===== src/rtl/load_store_unit_pkg.sv =====
// Shared types and helpers for the load/store unit.
// Memory-op encoding, FSM states, and lane/size decode functions.
package load_store_unit_pkg;

   typedef enum logic [3:0] {
      LOAD_STORE_NONE,
      LOAD_BYTE,
      LOAD_HALF,
      LOAD_WORD,
      LOAD_BYTE_U,
      LOAD_HALF_U,
      STORE_BYTE,
      STORE_HALF,
      STORE_WORD
   } mem_op_t;

   typedef enum logic [1:0] {
      LSU_IDLE,
      LSU_REQ,
      LSU_RESP
   } lsu_state_t;

   typedef enum logic [1:0] {
      SIZE_BYTE,
      SIZE_HALF,
      SIZE_WORD
   } mem_size_t;

   function automatic logic is_load(mem_op_t op);
      return op inside {LOAD_BYTE, LOAD_HALF, LOAD_WORD,
                        LOAD_BYTE_U, LOAD_HALF_U};
   endfunction

   function automatic logic is_store(mem_op_t op);
      return op inside {STORE_BYTE, STORE_HALF, STORE_WORD};
   endfunction

   function automatic mem_size_t access_size(mem_op_t op);
      mem_size_t s;
      case (op)
         LOAD_BYTE, LOAD_BYTE_U, STORE_BYTE: s = SIZE_BYTE;
         LOAD_HALF, LOAD_HALF_U, STORE_HALF: s = SIZE_HALF;
         default:                            s = SIZE_WORD;
      endcase
      return s;
   endfunction

   function automatic logic is_misaligned(mem_op_t op, logic [1:0] lane);
      logic m;
      case (access_size(op))
         SIZE_HALF: m = lane[0];
         SIZE_WORD: m = (lane != 2'b00);
         default:   m = 1'b0;
      endcase
      return m;
   endfunction

   function automatic logic [3:0] byte_en(mem_op_t op, logic [1:0] lane);
      logic [3:0] be;
      case (access_size(op))
         SIZE_BYTE: be = 4'b0001 << lane;
         SIZE_HALF: be = lane[1] ? 4'b1100 : 4'b0011;
         default:   be = 4'b1111;
      endcase
      return be;
   endfunction

   function automatic logic [31:0] store_data(mem_op_t op, logic [31:0] d);
      logic [31:0] r;
      case (access_size(op))
         SIZE_BYTE: r = {4{d[7:0]}};
         SIZE_HALF: r = {2{d[15:0]}};
         default:   r = d;
      endcase
      return r;
   endfunction

endpackage


===== src/rtl/load_store_unit_load_extend.sv =====
// Load data lane select and sign/zero extension.
// Purely combinational; lane is the byte offset latched at accept.
module load_extend
   import load_store_unit_pkg::*;
(
   input  mem_op_t     mem_op,
   input  logic [1:0]  lane,
   input  logic [31:0] word,
   output logic [31:0] data
);

   logic [31:0] shifted;
   logic [7:0]  b;
   logic [15:0] h;

   always_comb begin
      shifted = word >> {lane, 3'b000};
      b       = shifted[7:0];
      h       = lane[1] ? word[31:16] : word[15:0];
      case (mem_op)
         LOAD_BYTE:   data = {{24{b[7]}}, b};
         LOAD_BYTE_U: data = {24'h0, b};
         LOAD_HALF:   data = {{16{h[15]}}, h};
         LOAD_HALF_U: data = {16'h0, h};
         default:     data = word;
      endcase
   end

endmodule


===== src/rtl/load_store_unit.sv =====
// Single-outstanding load/store sequencer on a req/gnt/rvalid bus.
// Handles alignment checks, lane steering and bus timeout.
module load_store_unit
   import load_store_unit_pkg::*;
#(
   parameter int unsigned TIMEOUT_CYCLES = 255
) (
   input  logic        clk,
   input  logic        reset,
   input  logic        req_valid,
   output logic        req_ready,
   input  mem_op_t     mem_op,
   input  logic [31:0] addr,
   input  logic [31:0] wdata,
   output logic        busy,
   output logic        done,
   output logic [31:0] rdata,
   output logic        misaligned,
   output logic        fault,
   output logic        bus_req,
   output logic        bus_we,
   output logic [31:0] bus_addr,
   output logic [3:0]  bus_be,
   output logic [31:0] bus_wdata,
   input  logic        bus_gnt,
   input  logic        bus_rvalid,
   input  logic [31:0] bus_rdata
);

   localparam int CNT_W = (TIMEOUT_CYCLES > 0) ?
                          $clog2(TIMEOUT_CYCLES + 1) : 1;
   localparam logic [CNT_W-1:0] CNT_LAST = CNT_W'(TIMEOUT_CYCLES - 1);

   lsu_state_t       state_q, state_d;
   mem_op_t          op_q, op_d;
   logic [1:0]       lane_q, lane_d;
   logic [CNT_W-1:0] cnt_q, cnt_d;
   logic             bus_req_q, bus_req_d;
   logic             bus_we_q, bus_we_d;
   logic [31:0]      bus_addr_q, bus_addr_d;
   logic [3:0]       bus_be_q, bus_be_d;
   logic [31:0]      bus_wdata_q, bus_wdata_d;
   logic             done_q, done_d;
   logic             mis_q, mis_d;
   logic             fault_q, fault_d;
   logic [31:0]      rdata_q, rdata_d;
   logic [31:0]      ext_data;
   logic             timeout_hit;

   load_extend u_load_extend (
      .mem_op (op_q),
      .lane   (lane_q),
      .word   (bus_rdata),
      .data   (ext_data)
   );

   assign timeout_hit = (TIMEOUT_CYCLES != 0) && (cnt_q == CNT_LAST);

   always_comb begin
      state_d     = state_q;
      op_d        = op_q;
      lane_d      = lane_q;
      cnt_d       = cnt_q;
      bus_req_d   = bus_req_q;
      bus_we_d    = bus_we_q;
      bus_addr_d  = bus_addr_q;
      bus_be_d    = bus_be_q;
      bus_wdata_d = bus_wdata_q;
      rdata_d     = rdata_q;
      done_d      = 1'b0;
      mis_d       = 1'b0;
      fault_d     = 1'b0;
      case (state_q)
         LSU_IDLE: begin
            if (req_valid && mem_op != LOAD_STORE_NONE) begin
               cnt_d = '0;
               if (is_misaligned(mem_op, addr[1:0])) begin
                  done_d = 1'b1;
                  mis_d  = 1'b1;
               end else begin
                  state_d     = LSU_REQ;
                  op_d        = mem_op;
                  lane_d      = addr[1:0];
                  bus_req_d   = 1'b1;
                  bus_we_d    = is_store(mem_op);
                  bus_addr_d  = {addr[31:2], 2'b00};
                  bus_be_d    = byte_en(mem_op, addr[1:0]);
                  bus_wdata_d = store_data(mem_op, wdata);
               end
            end
         end
         LSU_REQ: begin
            cnt_d = cnt_q + CNT_W'(1);
            if (bus_gnt) begin
               bus_req_d = 1'b0;
               if (is_store(op_q)) begin
                  state_d = LSU_IDLE;
                  done_d  = 1'b1;
               end else begin
                  state_d = LSU_RESP;
               end
            end else if (timeout_hit) begin
               state_d   = LSU_IDLE;
               bus_req_d = 1'b0;
               done_d    = 1'b1;
               fault_d   = 1'b1;
            end
         end
         LSU_RESP: begin
            cnt_d = cnt_q + CNT_W'(1);
            if (bus_rvalid) begin
               state_d = LSU_IDLE;
               rdata_d = ext_data;
               done_d  = 1'b1;
            end else if (timeout_hit) begin
               state_d = LSU_IDLE;
               done_d  = 1'b1;
               fault_d = 1'b1;
            end
         end
         default: state_d = LSU_IDLE;
      endcase
   end

   always_ff @(posedge clk) begin
      if (reset) begin
         state_q     <= LSU_IDLE;
         op_q        <= LOAD_STORE_NONE;
         lane_q      <= 2'b00;
         cnt_q       <= '0;
         bus_req_q   <= 1'b0;
         bus_we_q    <= 1'b0;
         bus_addr_q  <= '0;
         bus_be_q    <= '0;
         bus_wdata_q <= '0;
         done_q      <= 1'b0;
         mis_q       <= 1'b0;
         fault_q     <= 1'b0;
         rdata_q     <= '0;
      end else begin
         state_q     <= state_d;
         op_q        <= op_d;
         lane_q      <= lane_d;
         cnt_q       <= cnt_d;
         bus_req_q   <= bus_req_d;
         bus_we_q    <= bus_we_d;
         bus_addr_q  <= bus_addr_d;
         bus_be_q    <= bus_be_d;
         bus_wdata_q <= bus_wdata_d;
         done_q      <= done_d;
         mis_q       <= mis_d;
         fault_q     <= fault_d;
         rdata_q     <= rdata_d;
      end
   end

   assign busy       = (state_q != LSU_IDLE);
   assign req_ready  = (state_q == LSU_IDLE);
   assign done       = done_q;
   assign misaligned = mis_q;
   assign fault      = fault_q;
   assign rdata      = rdata_q;
   assign bus_req    = bus_req_q;
   assign bus_we     = bus_we_q;
   assign bus_addr   = bus_addr_q;
   assign bus_be     = bus_be_q;
   assign bus_wdata  = bus_wdata_q;

endmodule


===== config.mk =====
export PLATFORM = sky130hd
export DESIGN_NAME = load_store_unit
export DESIGN_NICKNAME = d
export VERILOG_FILES = /design/src/rtl/load_store_unit_pkg.sv /design/src/rtl/load_store_unit_load_extend.sv /design/src/rtl/load_store_unit.sv
export SDC_FILE = /design/constraint.sdc
export NUM_CORES = 1
export LEC_CHECK = 0
export CORE_MARGIN = 2
export CORE_UTILIZATION = 44
export CTS_BUF_LIST = sky130_fd_sc_hd__clkbuf_4 sky130_fd_sc_hd__clkbuf_8 sky130_fd_sc_hd__clkbuf_16
export CTS_CLUSTER_DIAMETER = 120
export DETAILED_ROUTE_END_ITERATION = 7
export PLACE_DENSITY = 0.88
export SYNTH_ARGS = -nofsm -noshare
export SYNTH_HDL_FRONTEND = slang
export SYNTH_SLANG_ARGS = --single-unit

===== constraint.sdc =====
create_clock -name clk -period 2.6 [get_ports clk]
set_input_delay 0.52 -clock clk [delete_from_list [all_inputs] [get_ports clk]]
set_output_delay 0.52 -clock clk [all_outputs]
set_load 0.02 [all_outputs]

# == After elaboration in Yosys (flattened, before gate mapping) ==
# Cells that the tools add are included.
# word_totals
elab_cells,98
output_inout_bits,107
regBits,119
input_bits,105
# classes
bitwise_logic,2
mux,38
n_reduce_logical,19
n_shift,2
n_eq_ne,23
add_sub_neg,1
# op_table
cell,n
one-hot mux 32 bit (4 select lines),1
one-hot mux 32 bit (2 select lines),1
"== test 4 x 3 -> 1 bit, second input constant",8
right shift 32 x 5 -> 8 bit,1
2-to-1 mux 2 bit,11
2-to-1 mux 16 bit,1
one-hot mux 8 bit (2 select lines),1
2-to-1 mux 1 bit,14
"adder 8 x 1 -> 8 bit, second input constant",1
"== test 4 x 1 -> 1 bit, second input constant",2
"== test 4 x 2 -> 1 bit, second input constant",2
"== test 4 bit, second input constant",2
"== test 8 bit, second input constant",1
2-to-1 mux 8 bit,1
one-hot mux 4 bit (2 select lines),1
nonzero test 2 bit,4
"== test 2 x 1 -> 1 bit, second input constant",3
one-hot mux 1 bit (2 select lines),3
one-hot mux 2 bit (3 select lines),1
AND reduction 2 bit,3
nonzero test 3 bit,2
OR reduction 3 bit,2
"== test 2 bit, second input constant",2
zero test 2 bit,2
other kinds (13),15

# == Depth between registers and ports, before layout ==
# Gate-level depths: netlist of the first run.
# depth
depth_word,14
ltp_mapped,9

# == Modules after synthesis ==
# A second synthesis of the first run with hierarchy kept.
# hier_totals
hier_cells,679
area_unflattened_um2,5595.4
# modules_own_cells
module,area_each_um2,cells_each,seq_area_each_um2,instances
load_store_unit,4897.2,587,2382.3,1
load_extend,698.2,92,0.0,1

# == Worst setup path after synthesis of the first run ==
# No wires, ideal clock.
# synth_timing
path_kind,in2reg
startpoint,input port mem_op[1]
endpoint,"register bus_wdata_q[13], in the netlist bus_wdata[13]"
cell_stages,7
path_buffers,3
path_slack_ns,0.558
arrival_ns,1.903
path_cell_list,buf_4 > or3b_4 > a31o_1 > a21oi_4 > buf_6 > buf_2 > a211oi_1
# synth_via
elab_chain_cells,11
# synth_lines
element,line_no,text
"start, declared",load_store_unit.sv:12,"input mem_op_t mem_op,"
"== test 4 x 3 -> 1 bit, or another cell as far along",load_store_unit_pkg.sv:40,case (op)
OR reduction 3 bit,load_store_unit_pkg.sv:40,
one-hot mux 2 bit (2 select lines),load_store_unit_pkg.sv:40,
2-to-1 mux 2 bit,load_store_unit.sv:75,if (req_valid && mem_op != LOAD_STORE_NONE) begin
2-to-1 mux 2 bit,load_store_unit.sv:73,case (state_q)
== test 2 bit / == test 2 x 1 -> 1 bit (equally long branches),load_store_unit_pkg.sv:50,case (access_size(op))
one-hot mux 1 bit (2 select lines),load_store_unit_pkg.sv:50,
2-to-1 mux 1 bit,load_store_unit.sv:75,
2-to-1 mux 1 bit,load_store_unit.sv:73,
NOT 1 bit (no line),--,
AND reduction 3 bit (no line),--,
"end signal, assigned",load_store_unit.sv:149,bus_wdata_q <= bus_wdata_d;
"end, declared",load_store_unit.sv:42,"logic [31:0] bus_wdata_q, bus_wdata_d;"
# Several ways; a longest one is shown, not always the timed one. The select of a mux whose other input is x is not followed.
# A chain may end at the register's enable or synchronous reset.

# == Worst setup path in the final report of the first run ==
# layout_timing
startpoint,register state_q[1]
endpoint,output port req_ready
# layout_via
elab_chain_cells,1
# layout_lines
element,line_no,text
"start, declared",load_store_unit.sv:34,"lsu_state_t state_q, state_d;"
"start signal, assigned",load_store_unit.sv:141,state_q <= state_d;
zero test 2 bit,load_store_unit.sv:158,assign req_ready = (state_q == LSU_IDLE);
"end, declared",load_store_unit.sv:11,"output logic req_ready,"
# Every way passes these cells.

==> results of run 1 <==
placed cells by master, fill, tap and decap left out, drive strengths merged, types with 4 or more instances in the layout:
master / synthesis / layout
a211oi: 45 / 45
a21oi: 66 / 66
a221o: 4 / 4
a221oi: 9 / 9
a222oi: 8 / 8
a31oi: 6 / 6
buf: 30 / 26
bufinv: 0 / 6
clkbuf: 24 / 21
clkdlybuf4s50: 0 / 207
clkinvlp: 0 / 4
dfxtp: 119 / 119
ha: 6 / 6
inv: 7 / 7
mux2: 11 / 11
mux2i: 22 / 22
nand2: 114 / 114
nand2b: 4 / 4
nand3: 6 / 6
nor2: 77 / 77
nor2b: 4 / 4
nor3: 22 / 22
o21ai: 9 / 9
o21bai: 6 / 6
or3: 4 / 4
xnor2: 4 / 4
flip-flops by register name, summed over array words and instances (netlist names):
| register | count |
|---|---|
| lane_q | 2 |
| cnt_q | 8 |
| bus_addr | 30 |
| bus_req | 1 |
| bus_wdata | 32 |
| fault | 1 |
| rdata | 32 |
| misaligned | 1 |
| op_q | 4 |
| bus_be | 4 |
| state_q | 2 |
| done | 1 |
| bus_we | 1 |
final timing paths:
| check | start | end | slack, ns | cells past startpoint |
|---|---|---|---|---|
| min reg2reg | bus_addr[29] | bus_addr[29] | 0.45 | 2 |
| max | state_q[1] | req_ready | 0.14 | 3 |
| min | bus_addr[29] | bus_addr[29] | 0.45 | 2 |
| max reg2reg | lane_q[1] | rdata[30] | 0.43 | 5 |
worst min-delay path: stages (launching register included):
cell and delay [ns]:
dfxtp_1 0.30, nand2_1 0.05, a21oi_1 0.05
final cells by class:
type	count	area (µm²)
Inverter	7	26.3
Clock inverter	11	219
Tap cell	168	210
Multi-Input combinational cell	465	2770
Sequential cell	119	2380
Timing Repair Buffer	234	2330
Clock buffer	21	474
Fill cell	907	3650
cells by family after synthesis:
| family | Yosys count | share of synthesized area, % |
|---|---|---|
| DFF | 119 | 43.7 |
| other | 1 | 0.0688 |
| muxes | 33 | 6.31 |
| adders and majority gates | 6 | 1.38 |
| buffers and inverters | 61 | 5.55 |
| AOI/OAI and AO/OA | 173 | 22.7 |
| xor gates and xnor gates | 6 | 0.964 |
| and+or+nand+nor | 245 | 19.4 |
where the power goes:
group / switching [mW] / total [mW] / internal, mW
Clock: 0.836 / 2.72 / 1.88
Combinational: 0.498 / 0.967 / 0.469
Sequential: 0.0577 / 1.98 / 1.92
metrics by stage:
step | worst slack (ns) | instances | power (mW)
final | 0.135 | 1025 | 5.66
after global routing | 0.0571 | 1025 | 5.87
after CTS | 0.0227 | 1025 | 5.69
after detailed placement | -0.0204 | 993 | 2.97
after global placement | 0.0728 | 993 | 2.96
after floorplan | 0.558 | 645 | 2.51
routing by layer:
layer / vias up / routed length [µm] / global-route usage [%]
met5: - / 0 / 0
met4: 0 / 391 / 11.0
met3: 32 / 1050 / 7.22
met2: 188 / 8110 / 41.3
met1: 2513 / 6850 / 30.1
li1: 2702 / - / -
==> summary.md, run 1 <==
| Metric | Value |
|---|---|
| Core ar. | `12100 µm²` |
| Post-CTS Setup Bufs | `0` |
| CP arrival | `roughly 1.9 ns` |
| Die width | `115 µm` |
| Hold Vio Cnt, Final | `0` |
| Status | `finished clean` |
| Yosys warns | `0` |
| Detailed Route WL | `16400 µm` |
| TNS Setup | `0 ns` |
| Share of post-route cells with drive strength above 1 | `a little over a tenth` |
| Die Y | `115 µm` |
| Area growth syn-to-layout | `54.4%` |
| Least-Margin Pin Slew | `0.801 ns` |
| Top cell type's share of synthesized area | `approximately 44%` |
| Clk buf depth | `2` |
| # rows | `40` |
| Top FF cell, synth | `dfxtp_1` |
| Tightest Hold Check Type | `reg2reg` |
| Crit path kind | `reg2out` |
| Final core utilization | `69.8%` |
| Post-DP HPWL | `between 10000 and 15000 µm` |
| Clk Latency, worst-skew pair | `0.41 ns` |
| Hold Buf Count CTS | `0` |
| Buffers added on ports | `209` |
| Worst Path Buf+Inv | `2` |
| CTS Sinks | `119` |
| DRT antenna net count | `0` |
| Netlist cell types | `63` |
| Final setup vio count | `0` |
| Vias post-DR | `5435` |
| Io pins | `approximately 210` |
| Crit path launch type | `flop` |
| Initial drt markers | `413` |
| TritonCTS clock tree | `built` |
| Synthesized area | `5450 µm²` |
| Fmax | `406 MHz` |
| Count leader, synth | `dfxtp_1` |
| Critical Path End Type | `primary output` |
| Die area | `13300 µm²` |
| Count of flip-flops with a built-in enable after synthesis | `0` |
| Post-synth ARST share | `0%` |
| Gr usage total | `between 20 and 25%` |
| Syn Area/Cell | `between 8 and 9 µm²` |
| Power density over the cells | `673 nW/µm²` |
| First-pass GRT wire length | `26200 µm` |
| Max Slew Vio Count | `0` |
| Clk_skew | `0.00713 ns` |
| Max-cap violations | `0` |
| Final net count | `955` |
| CTS buffer count | `17` |
| # H-tree levels | `4` |
| Worst EP required | `2.08 ns` |
| Worst path slowest cell | `clkdlybuf4s50_1` |
| Clock root buffer | `clkbuf_16` |
| Register bit total from synthesis | `119` |
| Fin Hold WS | `0.451 ns` |
| Min cycle time layout | `2.46 ns` |
| CP top delay family | `buffers and inverters` |
| Leakage | `3.01 nW` |
| Gp weighted congestion | `0.875` |
| Max-slew headroom | `46.6%` |
| Synth area leader | `dfxtp_1` |
| Vias in the first global route | `5313` |
| Via density | `5.30` |
| Pin count of the biggest net entering global routing | `58` |
| PostCTS Resize Cnt | `0` |
| Crit Path Max Fanout | `8` |
| Ant. Diodes | `0` |
| Worst path max stage delay | `0.67 ns` |
| Post-route cell area | `approximately 8400 µm²` |
| Max VDD drop | `0.392 mV` |
| WL per Instance | `roughly 16 µm` |
| Initial antenna violation count | `0` |
| Largest cells by area after synthesis | `dfxtp_1 (44%), nand2_1 (7.8%), a21oi_1 (5.8%)` |
| Sequential share of the synthesized area | `43.7%` |
| Placed cell area | `~7700 µm²` |
| Drt first pass iters | `6` |
| Global route overflow | `0` |
| Gate count of the mapped netlist | `around 640` |
| RSZ-0062 raised after global routing | `no` |
| Synth top cells by count | `dfxtp_1 (119), nand2_1 (113), nor2_1 (77)` |
| Initial Util | `45.2%` |
| Final period utilization | `about 95%` |
| CP Cell Sequence | `inv_1, ha_1, clkdlybuf4s50_1` |
| Post-route DRC violation count | `0` |
| CTS clk-pin slew, worst paths | `around 0.060 ns` |
Power figures use the tool's default switching activity.
==> run 2, diff against run 1 <==
- GPL_TIMING_DRIVEN: not set -> 0
==> summary.md, run 2 (synthesized netlist as in run 1, its figures left out) <==
| Metric | Value |
|---|---|
| Status | `finished clean` |
| TritonCTS clock tree | `built` |
| Max Slew Vio Count | `0` |
| Filler Cells Inserted | `943` |
| Max-cap violations | `0` |
| Final period utilization | `92.6%` |
| Ant. Diodes | `0` |
| Crit path kind | `reg2out` |
| Gp weighted congestion | `about 0.87` |
| Detailed Route WL | `approximately 18000 µm` |
| Fin Hold WS | `0.417 ns` |
| Clk buf depth | `2` |
| Critical Path End Type | `primary output` |
| Min cycle time layout | `between 2 and 2.5 ns` |
| Fmax | `416 MHz` |
| Area growth syn-to-layout | `52.9%` |
| Met1 usage | `32.4%` |
| Via density | `around 5.4` |
| CTS clk-pin slew, worst paths | `0.05 ns` |
| Commonest non-fill, non-tap cell in the layout | `clkdlybuf4s50_1` |
| Global route overflow | `0` |
| # rows | `40` |
| Die width | `115 µm` |
| Global Route met2 Usage | `a little over two fifths` |
| Max-slew headroom | `52.9%` |
| First-pass GRT wire length | `approximately 27000 µm` |
| Most frequent cells in the layout | `clkdlybuf4s50_1 (204), dfxtp_1 (119), nand2_1 (113)` |
| Io pins | `212` |
| Initial Util | `45.2%` |
| Least-Margin Pin Slew | `around 0.7 ns` |
| Share of post-route cells with drive strength above 1 | `10.8%` |
| CP arrival | `1.89 ns` |
| WL per Instance | `~17 µm` |
| CTS Sinks | `119` |
| Met3 GRT Util | `just over 7%` |
| CTS buffer count | `17` |
| Post-route DRC violation count | `0` |
| Post-route cell area | `8330 µm²` |
| Die area | `13300 µm²` |
| Clk Latency, worst-skew pair | `0.41 ns` |
| # H-tree levels | `4` |
| Crit path launch type | `flop` |
| Worst path max stage delay | `approximately 0.35 ns` |
| Drt first pass iters | `5` |
| DRT antenna net count | `0` |
| RSZ-0062 raised after global routing | `no` |
| Post-DP HPWL | `12900 µm` |
| CP Cell Sequence | `inv_1, ha_1, clkbuf_1, inv_1, dlygate4sd2_1` |
| TNS Setup | `0 ns` |
| Power density over the cells | `643 nW/µm²` |
| Vias post-DR | `5663` |
| Pin count of the biggest net entering global routing | `17` |
| Clock root buffer | `clkbuf_16` |
| Worst EP required | `2.08 ns` |
| Die Y | `~120 µm` |
| Initial drt markers | `between 500 and 600` |
| Hold Vio Cnt, Final | `0` |
| Most used cell along the critical path | `inv_1` |
| Final net count | `just under 1000` |
| Buffers added on ports | `around 210` |
| Tightest Hold Check Type | `in2reg` |
| Final setup vio count | `0` |
| Core ar. | `12100 µm²` |
| Clk_skew | `0.00531 ns` |
| Worst path slowest cell | `dfxtp_1` |
| Gr usage total | `26.5%` |
| Max VDD drop | `0.382 mV` |
| Initial antenna violation count | `0` |
| Crit Path Max Fanout | `7` |
| Leakage | `2.99 nW` |
| Post-CTS Setup Bufs | `0` |
| GR peak layer | `met2` |
| Vias in the first global route | `5416` |
| Placed cell area | `around 7700 µm²` |
-- run 2: cell types whose count changed in the layout (fill, tap and decap cells not counted), moves of 2 or more --
cell	before	now
clkbuf_1	0	23
buf_2	0	19
buf_4	22	9
buf_12	4	0
bufinv_16	6	3
clkbuf_4	1	4
clkdlybuf4s50_1	207	204
clkinv_2	0	3
buf_6	0	2
clkinvlp_4	4	2
-- run 2: final cells by class --
class,instances,area [µm²],share of cell area (%)
buffer,54,277,3.32
clock buffer,24,497,5.96
clock inverter,8,120,1.44
inverter,7,26.3,0.315
multi-input combinational,465,2770,33.2
sequential,119,2380,28.6
tap,168,210,2.52
timing repair buffer,205,2050,24.6
-- run 2: metal layers --
metal  vias up  routed length [µm]
met2       237                8490
met5         -                   0
li1       2740                   -
met4         0                 540
met1      2644                7260
met3        42                1270
-- run 2: path summary, 6_finish.rpt --
| check | startpoint | to | slack [ns] | depth (start not counted) |
|---|---|---|---|---|
| worst min register to register | bus_addr[15] | bus_addr[15] | 0.45 | 2 |
| worst max-delay path | state_q[1] | busy | 0.19 | 5 |
| worst max register to register | state_q[1] | bus_wdata[27] | 0.43 | 8 |
| worst min-delay path | mem_op[1] | op_q[1] | 0.42 | 3 |
-- run 2: what timing repair did --
action	CTS	global route
hold buffers	0	0
endpoints found under the setup margin	1	0
gates resized for setup	1	0
-- run 2: power breakdown --
group / switching [mW] / total [mW] / internal [mW]
combinational: 0.528 / 0.985 / 0.457
sequential: 0.0463 / 1.96 / 1.92
clock: 0.795 / 2.41 / 1.62
total: 1.37 / 5.36 / 3.99
-- run 2: worst max-delay path: cells and delay by family (launching register included) --
kind,cells,cell delay (ns)
adders and majority gates,1,0.21
buffers and inverters,4,0.92
DFF,1,0.35
-- run 2: per-stage QoR --
| stage | util (%) | power, mW | setup WS (ns) | cells |
|---|---|---|---|---|
| after detailed placement | 64.0 | 2.97 | -0.158 | 1018 |
| final | 69.1 | 5.36 | 0.194 | 1050 |
| after global routing | 69.1 | 5.57 | 0.0897 | 1050 |
| after CTS | 69.1 | 5.38 | 0.209 | 1050 |
| after floorplan | - | 2.51 | 0.558 | 645 |
| after global placement | 64.0 | 2.96 | -0.113 | 1018 |
==> run 3, diff against run 2 <==
- CAP_MARGIN: not set -> 0
==> results of run 3 <==
No change in the layout: final DEF, timing and power equal those of run 2.
==> RTL change 1 (config.mk and constraints of run 2) <==
Re-encode `lsu_state_t` (3 states) as one-hot, 3 bits wide.
--- a/src/rtl/load_store_unit_pkg.sv
+++ b/src/rtl/load_store_unit_pkg.sv
@@ -14,10 +14,10 @@
       STORE_WORD
    } mem_op_t;
 
-   typedef enum logic [1:0] {
-      LSU_IDLE,
-      LSU_REQ,
-      LSU_RESP
+   typedef enum logic [2:0] {
+      LSU_IDLE = 3'b001,
+      LSU_REQ  = 3'b010,
+      LSU_RESP = 3'b100
    } lsu_state_t;
 
    typedef enum logic [1:0] {
Formal check against the unedited RTL: same outputs for any inputs over 4 cycles, from zero or initial values and one cycle with reset high; so few cycles prove little.
==> RTL change 1 against run 2 <==
Power down 3.2%. Area after synthesis rose by 0.30%. Critical path depth rose by 2. Routed wire length increased by 5.1%. Fmax shrank 3.1%. Design area is 0.15% lower. Synthesized cell count increased by 1.2%. Count of clock-buffer cells in the layout down 4. Worst setup slack got worse by 0.078 ns. Register-to-register slack worse by 0.19 ns. Sequential cell count is 1 higher. Final cell count up 0.76%. Critical endpoint is now bus_wdata[30]$_SDFFE_PP0P_. Largest cell class unchanged. Largest power group unchanged.
==> RTL change 1: results (changes against run 2) <==
stage,metric,value,unit,change
yosys,synth_sequential_area_ratio,0.439,,+0.00236
layout,final_nets,984,,+0.41%
critical_path,worst_path_cell_with_the_longest_stage_delay,sky130_fd_sc_hd__clkdlybuf4s50_1,,
power,peakVddDrop,0.489,mV,+28%
clock_network,clk_latency,0.42,ns,
routing,drt-vias-per-instance,5.41,,+0.26%
routing,drt-met1-wl,6960,um,-4.2%
sta,clock_skew,0.00516,ns,-0.000146 ns
critical_path,critical-path-max-stage-delay,0.56,ns,+0.21 ns
status,run_status,"finished, final reports clean",,
sta,worst_pin_slew,0.811,ns,+0.105 ns
critical_path,critical_path.startpoint,mem_op[1],,
routing,drt_first_pass_iters,6,,+1
power,p_leak,0.00293,uW,-1.9%
routing,routed_wire_length_per_instance,17.5,um,+4.3%
critical_path,reg2reg_from,lane_q[0]$_SDFFE_PP0P_,,
critical_path,critPathMaxFanout,10,,+3
place,dpl-instance-area,7730,sq um,+0.21%
routing,met3RoutedLength,2010,um,+58%
place,gp_congestion,0.935,,+7.3%
yosys,synthTopCellsByArea,"sky130_fd_sc_hd__dfxtp_1, sky130_fd_sc_hd__nand2_1, sky130_fd_sc_hd__nor2_1",,
place,detailedPlace.worstSlack,-0.422,ns,-0.265 ns
yosys,netlist-cell-type-count,58,,-7.9%
worst_hold_path,hold_start,mem_op[3],,
yosys,synth.cells.most_frequent,"sky130_fd_sc_hd__nand2_1, sky130_fd_sc_hd__dfxtp_1, sky130_fd_sc_hd__nor2_1",,
[RTL change 1: per-layer routing]
layer / global-route usage / vias up
li1: - / 2751
met1: 0.296 / 2635
met2: 0.476 / 299
met3: 0.111 / 36
met4: 0.121 / 0
met5: 0 / -
[RTL change 1: kinds of logic after synthesis]
group                      share of synthesized area
muxes                                         0.0451
AOI/OAI and AO/OA                              0.227
other                                       0.000686
adders and majority gates                    0.00458
xor gates and xnor gates                     0.00961
and+or+nand+nor                                0.218
buffers and inverters                         0.0551
DFF                                            0.439
[RTL change 1: path summary, 6_finish.rpt]
| kind | to | slack (ns) | depth (start not counted) |
|---|---|---|---|
| max | bus_wdata[30]$_SDFFE_PP0P_ | 0.12 | 7 |
| max reg2reg | rdata[29]$_SDFFE_PP0P_ | 0.24 | 7 |
| min | op_q[3]$_SDFFE_PP0P_ | 0.39 | 3 |
| min reg2reg | bus_addr[25]$_SDFFE_PP0P_ | 0.45 | 2 |
[RTL change 1: cell type report]
cell class | count | area share
Multi-Input combinational cell | 476 | 0.333
Sequential cell | 120 | 0.289
Timing Repair Buffer | 205 | 0.247
Clock buffer | 20 | 0.0546
Buffer | 53 | 0.0344
Tap cell | 168 | 0.0253
Clock inverter | 12 | 0.0153
Inverter | 4 | 0.00180
[RTL change 1: report_power, final]
group	switching [uW]	internal, uW	total, uW	leakage [uW]
clock network	864	1450	2310	0.000279
registers	44.6	1920	1960	0.000976
logic	489	427	916	0.00168
[RTL change 1: worst min-delay path: stages]
cell and delay [ns]:
sky130_fd_sc_hd__buf_6 0.12, sky130_fd_sc_hd__nand2_1 0.06, sky130_fd_sc_hd__a21oi_1 0.06
[RTL change 1: per-stage QoR]
step           std cells  utilization  power (uW)
2_1_floorplan        653            -        2460
5_1_grt             1058        0.690        5360
3_5_place_dp        1026        0.641        2900
3_3_place_gp        1026        0.641        2890
4_1_cts             1058        0.690        5200
6_report            1058        0.690        5190
==> RTL change 2 (flow settings as in run 2) <==
Made on the original files. `TIMEOUT_CYCLES`: 255 -> 510.
--- a/src/rtl/load_store_unit.sv
+++ b/src/rtl/load_store_unit.sv
@@ -3,7 +3,7 @@
 module load_store_unit
    import load_store_unit_pkg::*;
 #(
-   parameter int unsigned TIMEOUT_CYCLES = 255
+   parameter int unsigned TIMEOUT_CYCLES = 510
 ) (
    input  logic        clk,
    input  logic        reset,
Formal check against the unedited RTL: no difference found for any inputs over 4 cycles, from zero or initial values and one cycle with reset high; that may be too few to reach the edited logic, so the function may still have changed.
==> RTL change 2 against run 2 <==
Sequential share of layout area up 0.098 points. Design area up 0.50%. Power up 1.8%. Routed wire length up 6.0%. Area after synthesis up 0.44%. Hold slack worse by 0.031 ns. Worst setup slack worse by 0.0047 ns. Sequential cell count up 1. Critical path type is now flop to flop.
==> RTL change 2: results (changes against run 2) <==
stage,metric,value,unit,change
status,run_status,"finished, final reports clean",,
critical_path,reg2reg_from,state_q[1]$_SDFFE_PP0P_,,
routing,drt-vias-per-instance,5.50,,+1.9%
global_routing,grt_use_total,0.284,,+0.0190
sta,clock_skew,0.00637,ns,+0.00106 ns
critical_path,setup.worst_path.class,flop to flop,,
yosys,synth_top_area_share,0.439,,+0.00176
routing,first_iter_violations,570,,-0.87%
sta,final.min_clock_period,2.41,ns,+0.00470 ns
yosys,synth.cells.most_frequent,"sky130_fd_sc_hd__dfxtp_1, sky130_fd_sc_hd__nand2_1, sky130_fd_sc_hd__a21oi_1",,
clock_network,clk_latency,0.42,ns,
layout,post_layout_nonfiller_instances,1064,,+1.3%
clock_network,tritoncts.num_buffers,17,,unchanged
yosys,synthTopCellsByArea,"sky130_fd_sc_hd__dfxtp_1, sky130_fd_sc_hd__nand2_1, sky130_fd_sc_hd__a21oi_1",,
place,placed_cells_incl_taps,1032,,+1.4%
critical_path,reg2reg_setup_slack,0.19,ns,-0.24 ns
yosys,synth_sequential_area_ratio,0.439,,+0.00176
critical_path,worstSetupEndpoint,bus_wdata[18]$_SDFFE_PP0P_,,
global_routing,grt_pass1_vias,5761,,+6.4%
clock_network,clkSlewWorstSetupHoldPaths,0.06,ns,
power,peakVddDrop,0.469,mV,+23%
power,p_sw_frac,0.253,,-0.00271
place,gp_congestion,0.860,,-1.3%
critical_path,ff2ff_path_depth,10,,+2
global_routing,global_route_wire_length_before_repair,29600,um,+8.3%
place,detailedPlace.worstSlack,-0.0746,ns,+0.0829 ns
routing,routed_wire_length_per_instance,17.5,um,+4.6%
layout,final_nets,994,,+1.4%
power,power_frac_clock,0.460,,+0.010
yosys,netlist-cell-type-count,63,,unchanged
layout,fillCellCount,947,,+0.42%
power,p_leak,0.00314,uW,+5.0%
power,internal-power,4080,uW,+2.1%
critical_path,critPathMaxFanout,10,,+3
place,place.detailed.hpwl,13200,um,+3.0%
global_routing,antenna_violations_before_repair,0,,unchanged
sta,max-slew-margin-rel,0.543,,+0.0139
layout,final_layout_size_suffix_gt1_frac,0.0915,,-0.0162
[RTL change 2: final cells by class]
cell class                 instances  area share
multi-input combinational        475       0.328
sequential                       120       0.287
timing repair buffer             205       0.245
clock buffer                      23      0.0584
buffer                            53      0.0342
tap                              168      0.0251
clock inverter                     9      0.0173
inverter                          11     0.00493
[RTL change 2: logic make-up (layout without fill, tap and decap cells)]
kind of cell / after synthesis / after routing / share of synthesized area
other: 1 / 2 / 0.000685
AO/OA/AOI/OAI: 212 / 212 / 0.245
buffers and inverters: 64 / 301 / 0.0599
adder cells (fa/ha/maj): 7 / 7 / 0.0155
multiplexers: 25 / 25 / 0.0510
AND/OR/NAND/NOR: 220 / 220 / 0.175
XOR/XNOR: 9 / 9 / 0.0144
flip-flops: 120 / 120 / 0.439
[RTL change 2: stage by stage]
stage	area (sq um)	setup TNS [ns]	utilization
after floorplan	5480	0	-
final	8370	0	0.694
after CTS	8370	0	0.694
after detailed placement	7740	-1.06	0.642
after global routing	8370	0	0.694
after global placement	7740	-0.00363	0.642
[RTL change 2: per-layer routing]
metal	up-vias	part of all wire	GRT usage
li1	2787	-	-
met5	-	0	0
met2	340	0.47	0.470
met3	51	0.10	0.0941
met1	2672	0.40	0.335
met4	0	0.028	0.128
[RTL change 2: worst min-delay path by stage]
stage,to,slack (ns),cells past startpoint
global placement,bus_addr[23]$_SDFFE_PP0P_,0.44,2
detailed placement,bus_wdata[0]$_SDFFE_PP0P_,0.45,2
global route,op_q[1]$_SDFFE_PP0P_,0.41,3
CTS,op_q[1]$_SDFFE_PP0P_,0.37,3
floorplan,cnt_q[8]$_SDFFE_PP0P_,0.47,2
finish,op_q[1]$_SDFFE_PP0P_,0.39,3
[RTL change 2: timing repair]
item,4_1_cts,5_1_grt
resized for setup,1,0
hold buffers,0,0
setup endpoints to repair,1,0
